===== src/rtl/mont_exp_pkg.sv =====
// mont_exp_pkg: shared op codes and FSM state for the Montgomery exponent sequencer
package mont_exp_pkg;
  localparam int OP_W = 3;
  localparam logic [OP_W-1:0] OP_INIT_X = 3'd0;
  localparam logic [OP_W-1:0] OP_AX_A   = 3'd1;
  localparam logic [OP_W-1:0] OP_XX_X   = 3'd2;
  localparam logic [OP_W-1:0] OP_AX_X   = 3'd3;
  localparam logic [OP_W-1:0] OP_AA_A   = 3'd4;
  localparam logic [OP_W-1:0] OP_FINAL  = 3'd5;
  typedef enum logic [1:0] {S_IDLE, S_ISSUE, S_WAIT, S_DONE} state_t;
endpackage


===== src/rtl/mont_exp_bitsel.sv =====
// mont_exp_bitsel: latches the exponent and registers the wide exp[idx] mux
module mont_exp_bitsel #(
  parameter int E_WIDTH = 1024,
  parameter int LEN_W = $clog2(E_WIDTH + 1)
) (
  input  logic               clk,
  input  logic               rst,
  input  logic               load,
  input  logic [E_WIDTH-1:0] exp,
  input  logic [LEN_W-1:0]   idx,
  output logic               bit_val
);
  localparam int IW = $clog2(E_WIDTH);
  logic [E_WIDTH-1:0] exp_q;
  // capture operand on accepted start; out-of-range indices read as zero
  always_ff @(posedge clk)
    if (rst) begin
      exp_q   <= '0;
      bit_val <= 1'b0;
    end else begin
      if (load) exp_q <= exp;
      bit_val <= idx < LEN_W'(E_WIDTH) ? exp_q[idx[IW-1:0]] : 1'b0;
    end
endmodule


===== src/rtl/mont_exp_seq.sv =====
// mont_exp_seq: Montgomery-ladder exponent sequencer driving a Montgomery multiplier
module mont_exp_seq
  import mont_exp_pkg::*;
#(
  parameter int E_WIDTH = 1024,
  parameter int LEN_W = $clog2(E_WIDTH + 1)
) (
  input  logic               clk,
  input  logic               rst,
  input  logic               start,
  input  logic               abort,
  input  logic [E_WIDTH-1:0] exp,
  input  logic [LEN_W-1:0]   exp_len,
  output logic               mul_start,
  output logic [OP_W-1:0]    mul_op,
  output logic               mul_abort,
  input  logic               mul_done,
  output logic               busy,
  output logic               done,
  output logic               err,
  output logic [LEN_W-1:0]   step,
  output logic [15:0]        mul_count
);
  state_t state;
  logic pend, len_zero, b, second, more, load;
  logic [LEN_W-1:0] idx;
  logic [OP_W-1:0] next_op;
  assign load = state == S_IDLE && start && exp_len <= LEN_W'(E_WIDTH);
  assign second = mul_op == OP_XX_X || mul_op == OP_AA_A;
  // after the second op of a bit the selector must already look at the next lower bit
  assign idx = second ? step - LEN_W'(1) : step;
  assign more = second ? step != '0 : mul_op == OP_INIT_X && !len_zero;
  mont_exp_bitsel #(.E_WIDTH(E_WIDTH), .LEN_W(LEN_W)) u_bitsel (
    .clk(clk),
    .rst(rst),
    .load(load),
    .exp(exp),
    .idx(idx),
    .bit_val(b)
  );
  // op that follows the current one in the ladder
  always_comb
    next_op = mul_op == OP_AX_A ? OP_XX_X :
              mul_op == OP_AX_X ? OP_AA_A :
              more ? (b ? OP_AX_A : OP_AX_X) : OP_FINAL;
  // sequencer FSM; pend adds the settle cycle between mul_done and the next issue
  always_ff @(posedge clk)
    if (rst) begin
      state     <= S_IDLE;
      mul_start <= 1'b0;
      mul_abort <= 1'b0;
      busy      <= 1'b0;
      done      <= 1'b0;
      err       <= 1'b0;
      mul_op    <= OP_INIT_X;
      step      <= '0;
      mul_count <= '0;
      pend      <= 1'b0;
      len_zero  <= 1'b0;
    end else begin
      mul_start <= 1'b0;
      mul_abort <= 1'b0;
      done      <= 1'b0;
      case (state)
        S_IDLE:
          if (load) begin
            state     <= S_ISSUE;
            mul_start <= 1'b1;
            busy      <= 1'b1;
            err       <= 1'b0;
            mul_op    <= OP_INIT_X;
            step      <= exp_len - LEN_W'(1);
            mul_count <= '0;
            pend      <= 1'b0;
            len_zero  <= exp_len == '0;
          end else if (start) err <= 1'b1;
        S_ISSUE:
          if (abort) begin
            state     <= S_IDLE;
            busy      <= 1'b0;
            mul_abort <= 1'b1;
          end else state <= S_WAIT;
        S_WAIT:
          if (abort) begin
            state     <= S_IDLE;
            busy      <= 1'b0;
            mul_abort <= !pend && !mul_done;
          end else if (pend) begin
            state     <= S_ISSUE;
            mul_start <= 1'b1;
            pend      <= 1'b0;
          end else if (mul_done) begin
            mul_count <= mul_count + 16'd1;
            if (mul_op == OP_FINAL) begin
              state <= S_DONE;
              busy  <= 1'b0;
              done  <= 1'b1;
            end else begin
              pend   <= 1'b1;
              mul_op <= next_op;
              if (second && step != '0) step <= step - LEN_W'(1);
            end
          end
        S_DONE: state <= S_IDLE;
      endcase
    end
endmodule


===== config.mk =====
export PLATFORM = sky130hd
export DESIGN_NAME = mont_exp_seq
export DESIGN_NICKNAME = d
export VERILOG_FILES = /design/src/rtl/mont_exp_pkg.sv /design/src/rtl/mont_exp_bitsel.sv /design/src/rtl/mont_exp_seq.sv
export SDC_FILE = /design/constraint.sdc
export NUM_CORES = 2
export LEC_CHECK = 0
export BUFFER_PORTS_ARGS = -buffer_cell sky130_fd_sc_hd__buf_2
export CAP_MARGIN = 25
export CORE_AREA = 2 2 424 426
export CTS_CLUSTER_DIAMETER = 120
export CTS_CLUSTER_SIZE = 20
export DETAILED_ROUTE_END_ITERATION = 6
export DIE_AREA = 0 0 426 428
export GPL_TIMING_DRIVEN = 0
export PLACE_DENSITY_LB_ADDON = 0.25
export SLEW_MARGIN = 40
export SYNTH_ARGS = -nofsm -noshare
export SYNTH_HDL_FRONTEND = slang
export SYNTH_SLANG_ARGS = --single-unit

===== constraint.sdc =====
create_clock -name clk -period 4.6 [get_ports clk]
set_input_delay 0.69 -clock clk [delete_from_list [all_inputs] [get_ports clk]]
set_output_delay 0.69 -clock clk [all_outputs]
set_load 0.03 [all_outputs]

; ---- Word level (Yosys, flattened, before mapping)
; Index checks and enable logic that the tools add are counted.
[totals]
regBits = 1064
output_inout_bits = 35
[classes]
bitwise = 3
n_mux = 56
n_addsub = 3
magnitude_cmp = 3
reduce_logical = 26
n_eq_ne = 20
[ops]
columns = op, n
row1 = 11-bit 2-to-1 mux, 7
row2 = 16-bit 2-to-1 mux, 4
row3 = 16-bit one-hot mux with 2 select lines, 1
row4 = 3-bit 2-to-1 mux, 8
row5 = 11-bit one-hot mux with 2 select lines, 1
row6 = "11-bit by 1-bit subtractor with 11-bit output, second input constant", 2
row7 = 1-bit 2-to-1 mux, 21
row8 = "16-bit by 1-bit adder with 16-bit output, second input constant", 1
row9 = 2-bit 2-to-1 mux, 7
row10 = "2-bit inequality test, second input constant", 7
row11 = 6-bit AND reduction, 2
row12 = "11-bit less-or-equal comparator, second input constant", 1
row13 = 11-bit logical NOT, 1
row14 = "10-bit by 11-bit less-than comparator with 1-bit output, second input constant", 1
row15 = "11-bit less-than comparator, second input constant", 1
row16 = 11-bit nonzero test, 1
row17 = 1-bit binary-select mux with 10-bit select, 1
row18 = "3-bit inequality test, second input constant", 3
row19 = "4-bit inequality test, second input constant", 2
row20 = 2-bit one-hot mux with 4 select lines, 1
row21 = 7-bit AND reduction, 1
row22 = "3-bit by 2-bit equality test with 1-bit output, second input constant", 2
row23 = "3-bit equality test, second input constant", 2
row24 = 1-bit one-hot mux with 2 select lines, 3
row25 = other kinds (18), 30

; ---- Logic depth before layout (Yosys ltp)
[logic_depth]
word_depth = 11
depth_mapped = 20

; ---- Hierarchy
; From an unflattened synthesis, not the netlist that was laid out.
[hier_totals]
cells_unflattened = 4395
hier_area_um2 = 46803.6
[by_module_without_submodules]
columns = mod, cells_each, instances, seq_area_each_um2, area_each_um2
row1 = mont_exp_bitsel, 4029, 1, 20519.7, 44029.7
row2 = mont_exp_seq, 366, 1, 780.7, 2773.9

; ---- Least setup slack after synthesis
; OpenSTA, ideal clock, no wires.
[synth_timing]
kind = register to register
from = register step[0]
to = register u_bitsel.bit_val
path_stages_with_launch = 19
required_ns = 4.463
setup_time_ns = 0.137
setup_slack_ns = 0.360
t_arrival_ns = 4.103
path_cell_list = dfxtp_1 -> buf_2 -> inv_1 -> clkbuf_1 -> clkbuf_1 -> clkbuf_1 -> ha_1 -> clkbuf_1 -> buf_2 -> buf_2 -> buf_2 -> buf_1 -> nand3_1 -> o21ai_0 -> o211ai_1 -> nand4_1 -> a21oi_1 -> o41ai_1 -> a32oi_1
[synth_between]
elab_chain_len = 5
word_cells_on_any_way = 7
cone_classes = add/sub (1) / order compare (1) / mux (3) / bitwise (1) / reduce/logical (1)
[synth_lines]
columns = element, line
row1 = from (decl), mont_exp_seq.sv:21  ; output logic [LEN_W-1:0] step,
row2 = from (signal assigned), mont_exp_seq.sv:72  ; step <= exp_len - LEN_W'(1);
row3 = from (signal assigned), mont_exp_seq.sv:101  ; if (second && step != '0) step <= step - LEN_W'(1);
row4 = 11-bit by 1-bit subtractor with 11-bit output, mont_exp_seq.sv:31  ; assign idx = second ? step - LEN_W'(1) : step;
row5 = 11-bit 2-to-1 mux (*), mont_exp_seq.sv:31
row6 = branches (longest 3 deep; another with 1-bit binary-select mux with 10-bit select), --
row7 = to (signal assigned), mont_exp_bitsel.sv:22  ; bit_val <= idx < LEN_W'(E_WIDTH) ? exp_q[idx[IW-1:0]] : 1'b0;
row8 = to (decl), mont_exp_bitsel.sv:11  ; output logic bit_val
; Mark *: on every way between the ends. The select of a mux whose other input is x is not followed.
; A chain may end at the register's enable or synchronous reset.

; ---- Worst setup path after layout
[layout_timing]
from = register mul_op[0]
to = register u_bitsel.bit_val
[layout_between]
elab_chain_len = 6
word_cells_on_any_way = 9
cone_classes = order compare (1) / eq/ne (2) / mux (3) / bitwise (1) / reduce/logical (2)
[layout_lines]
columns = element, line
row1 = from (decl), mont_exp_seq.sv:15  ; output logic [OP_W-1:0] mul_op,
row2 = from (signal assigned), mont_exp_seq.sv:100  ; mul_op <= next_op;
row3 = 3-bit by 2-bit equality test with 1-bit output / 3-bit equality test (equally long branches), mont_exp_seq.sv:29  ; assign second = mul_op == OP_XX_X || mul_op == OP_AA_A;
row4 = 1-bit logical OR (*), mont_exp_seq.sv:29
row5 = 11-bit 2-to-1 mux (*), mont_exp_seq.sv:31
row6 = branches (longest 3 deep; another with 1-bit binary-select mux with 10-bit select), --
; Marked as above.

==> results.rst <==
.. list-table::
   :header-rows: 1

   * - Metric
     - Value
   * - Status
     - finished with violations
   * - Violated checks
     - negative setup slack
   * - Count of nets after finishing
     - approximately 9000
   * - Worst Setup SP
     - mul_op[0]$_SDFFE_PP0P_
   * - Number of DRC markers after the initial detailed-route iteration
     - roughly 8100
   * - Global route total overflow
     - 0
   * - Number of enable flip-flop cells after synthesis
     - 0
   * - Total wirelength of the detailed-routed design
     - approximately 370 mm
   * - Mean routed wirelength per cell
     - 35.69 um
   * - PnR Total Power
     - 28970 uW
   * - # fillers
     - slightly below 20000
   * - Net switching fraction of the power
     - 44.71%
   * - Wire length of the first global-routing pass
     - 481.4 mm
   * - Pin count of the biggest net entering global routing
     - 21
   * - CTS root buffer
     - sky130_fd_sc_hd__clkbuf_16
   * - Via count
     - 60920
   * - Lkg Pwr
     - 0.02369 uW
   * - Slowest CP cell
     - sky130_fd_sc_hd__clkbuf_2
   * - Remaining DRCs
     - 0
   * - Count of port buffers added during placement
     - 1072
   * - Smallest setup slack after layout
     - -0.1619 ns
   * - Via count of the first global-routing pass
     - ~57000
   * - Total iterations of the first detailed-routing run
     - 7
   * - Share of total power in combinational logic
     - 43.8%
   * - Initial standard-cell utilization of the core
     - 28.57%
   * - Syn Inst Count
     - 6765
   * - Mapped Nets
     - 7811
   * - End of the worst register-to-register path
     - u_bitsel.bit_val$_SDFF_PP0_
   * - Data required time at the worst endpoint
     - approximately 5.2 ns
   * - Async set-reset flop share out of synthesis
     - 0%
   * - Cell Count, Final, Fillers Out
     - 10400
   * - Worst Clk Skew
     - 0.04553 ns
   * - Shortest clock period the worst path allows after layout
     - 4.762 ns
   * - Slew of the pin with the lowest slew margin
     - roughly 0.94 ns
   * - Mean cell area of the mapped netlist
     - 7.501 um^2
   * - Setup crit start kind
     - flip-flop
   * - PD cells
     - 451.0 nW/um^2
   * - Initial antenna violation count
     - 61
   * - Register bit count reported by yosys
     - 1064
   * - Clock latency reported for the late side of the worst-skew pair
     - 0.75 ns
   * - Clock network fraction of design power
     - 20.1%
   * - Leading cell types in the layout, fill and taps excluded
     - sky130_fd_sc_hd__nand2_1, sky130_fd_sc_hd__a21oi_1, sky130_fd_sc_hd__buf_2
   * - Clock slew at the register clock pins of the worst setup and hold paths
     - 0.11 ns
   * - Worst path max stage delay
     - 0.60 ns
   * - Worst hold start
     - exp[18]
   * - Worst max-slew margin expressed relative to the limit
     - 37.55%
   * - Setup CP Type
     - flip-flop to flip-flop
   * - Final weighted congestion in routability-driven placement
     - 0.9837
   * - Half-perimeter wire length after detailed placement
     - 294.5 mm
   * - Total global routing track utilization
     - about 39%
   * - Timing endpoint of the critical path
     - u_bitsel.bit_val$_SDFF_PP0_
   * - Hold WS
     - 0.1599 ns
   * - Yosys warns
     - 0
   * - Sequential group share of total power
     - between 30% and 40%
   * - Cts-stage hold buffer count
     - 0
   * - Worst-path cell chain
     - inv_1 -> clkbuf_1 -> nand2_2 -> buf_2 -> clkbuf_2 -> clkbuf_2 -> a21oi_1 -> a32oi_1 -> nand3_1 -> nand4_1 -> nand4_1 -> o2111ai_2 -> a32oi_1
   * - Kind of end point of the critical path
     - flip-flop
   * - Layout cells sized above 1
     - between 20 and 25%
   * - CTS tree
     - done
   * - Beginning of the worst register-to-register path
     - mul_op[0]$_SDFFE_PP0P_
   * - Die extent in x
     - 426 um
   * - Final max-slew violation count
     - 0
   * - Detail Route Antenna Nets
     - 0
   * - Combined area of all synthesized cells
     - approximately 51000 um^2
   * - Min-delay worst type
     - input port to flip-flop
   * - Area growth, synth to finish
     - 26.61%
   * - Number of buffers created by CTS
     - 60
   * - Sequential area share after synthesis
     - 41.98%
   * - Routed via count divided by cell count
     - 5.857
   * - Buffer depth of the longest clock path
     - 3
   * - Top achievable clock speed
     - 0.2100 GHz
   * - Cell-internal power
     - 16020 uW
   * - Top flip-flop cell by instance count after synthesis
     - sky130_fd_sc_hd__dfxtp_1
   * - Crit share post-route
     - 103.5%
   * - Length in cells of the worst reg-to-reg path
     - 13
   * - R2r setup slk
     - -0.16 ns
   * - Io pins
     - approximately 1100
   * - Final-report hold violation count
     - 0
   * - Die outline height
     - approximately 430 um
   * - H-tree levels
     - 2
   * - NetSw
     - between 10000 and 15000 uW
   * - Sinks on the clock net
     - 1064
   * - Floorplan Core Area
     - 177600 um^2
   * - Most frequent standard cell in the layout excluding fill and tap cells
     - sky130_fd_sc_hd__nand2_1
   * - Pre-CTS setup slack
     - -3.374 ns
   * - Utilization after layout
     - 36.17%
   * - Critical path fanouts, max
     - 10
   * - Crit path DAT
     - 5.39 ns
   * - Count of distinct cell types in the synthesized netlist
     - 84
   * - Placed Cells
     - slightly above 10000
   * - Overall die area
     - 182300 um^2
   * - Std cell rows
     - 155
   * - Max-cap violations
     - 0
   * - Final setup violating endpoints
     - 1
   * - VDD IR-drop max
     - 0.3645 mV
==> what timing repair did <==
item                                    in CTS  in global routing
pin swaps                                   30                 23
setup buffers                               26                 12
endpoints found under the setup margin      14                  1
cloned                                       0                  1
gates resized for setup                    288                 74
==> power groups by stage <==
stage / logic (uW) / registers, uW / clock network, uW
after floorplan: 4920 / 10500 / 0
final: 12700 / 10500 / 5830
after CTS: 12000 / 10400 / 5820
after global routing: 12700 / 10500 / 6090
after global placement: 10600 / 10600 / 0
after detailed placement: 11400 / 10600 / 0
==> Yosys cell counts (62+ instances only) <==
| cell | n | area, um^2 |
|---|---|---|
| sky130_fd_sc_hd__a211oi_1 | 62 | 465.5 |
| sky130_fd_sc_hd__a21oi_1 | 1132 | 5665 |
| sky130_fd_sc_hd__buf_2 | 75 | 375.4 |
| sky130_fd_sc_hd__clkbuf_1 | 493 | 1851 |
| sky130_fd_sc_hd__dfxtp_1 | 1064 | 21300 |
| sky130_fd_sc_hd__mux2i_1 | 274 | 2743 |
| sky130_fd_sc_hd__nand2_1 | 2236 | 8393 |
| sky130_fd_sc_hd__nor2_1 | 163 | 611.8 |
| sky130_fd_sc_hd__nor3_1 | 81 | 405.4 |
| sky130_fd_sc_hd__o21ai_0 | 110 | 550.5 |
| sky130_fd_sc_hd__o221ai_1 | 149 | 1305 |
| sky130_fd_sc_hd__o22ai_1 | 225 | 1408 |
==> per-stage QoR <==
stage	area [um^2]	TNS [ns]
CTS	63880	0
detailed placement	60880	-11.94
global route	64200	-0.003651
floorplan	50740	0
global placement	59060	-534.45
finish	64250	-0.1619
==> layout make-up <==
cell class	count	area, um^2	area share [%]
Multi-Input combinational cell	5064	27780	43.24
Antenna cell	42	105.1	0.1636
Inverter	20	82.58	0.1285
Timing Repair Buffer	1177	7107	11.06
Buffer	610	3342	5.201
Clock inverter	6	67.56	0.1052
Clock buffer	63	1513	2.354
Tap cell	2355	2947	4.586
Sequential cell	1064	21300	33.16
==> state kept, by name (all words and copies together) (netlist names) <==
name	cells
u_bitsel.exp_q	1024
mul_count	16
step	11
mul_op	3
state	2
busy	1
done	1
err	1
len_zero	1
mul_abort	1
mul_start	1
pend	1
u_bitsel.bit_val	1
==> worst min-delay path by stage <==
stage | slack (ns) | cells past startpoint | end
final | 0.16 | 3 | u_bitsel.exp_q[18]$_SDFFE_PP0P_
after CTS | 0.12 | 3 | u_bitsel.exp_q[18]$_SDFFE_PP0P_
after global placement | 0.44 | 2 | u_bitsel.exp_q[993]$_SDFFE_PP0P_
after global routing | 0.18 | 3 | u_bitsel.exp_q[19]$_SDFFE_PP0P_
after floorplan | 0.43 | 2 | u_bitsel.exp_q[122]$_SDFFE_PP0P_
after detailed placement | 0.44 | 2 | u_bitsel.exp_q[105]$_SDFFE_PP0P_
==> cells by family (layout without fill, tap and decap cells) <==
logic type | Yosys count | in the layout | synth area share [%]
multiplexers | 341 | 341 | 7.602
XOR/XNOR | 39 | 39 | 0.7175
flip-flops | 1064 | 1064 | 41.98
adder cells (fa/ha/maj) | 6 | 6 | 0.1479
buffers and inverters | 637 | 1876 | 4.958
AND/OR/NAND/NOR | 2733 | 2733 | 21.66
AO/OA/AOI/OAI | 1945 | 1945 | 22.94
other | 0 | 42 | 0
==> critical path: cells and delay by family, from the launching register on <==
family          cells  cell delay, ns
buf+inv             5            2.17
simple gates        4            0.98
compound gates      4            0.94
flops               1            0.50
==> per-layer routing <==
| layer | part of all wire, % | track usage (%) |
|---|---|---|
| met1 | 38 | 46.58 |
| met2 | 43 | 59.30 |
| met3 | 9.2 | 7.756 |
| met4 | 9.8 | 31.73 |
| met5 | 0.019 | 0 |
Power figures use the tool's default switching activity.
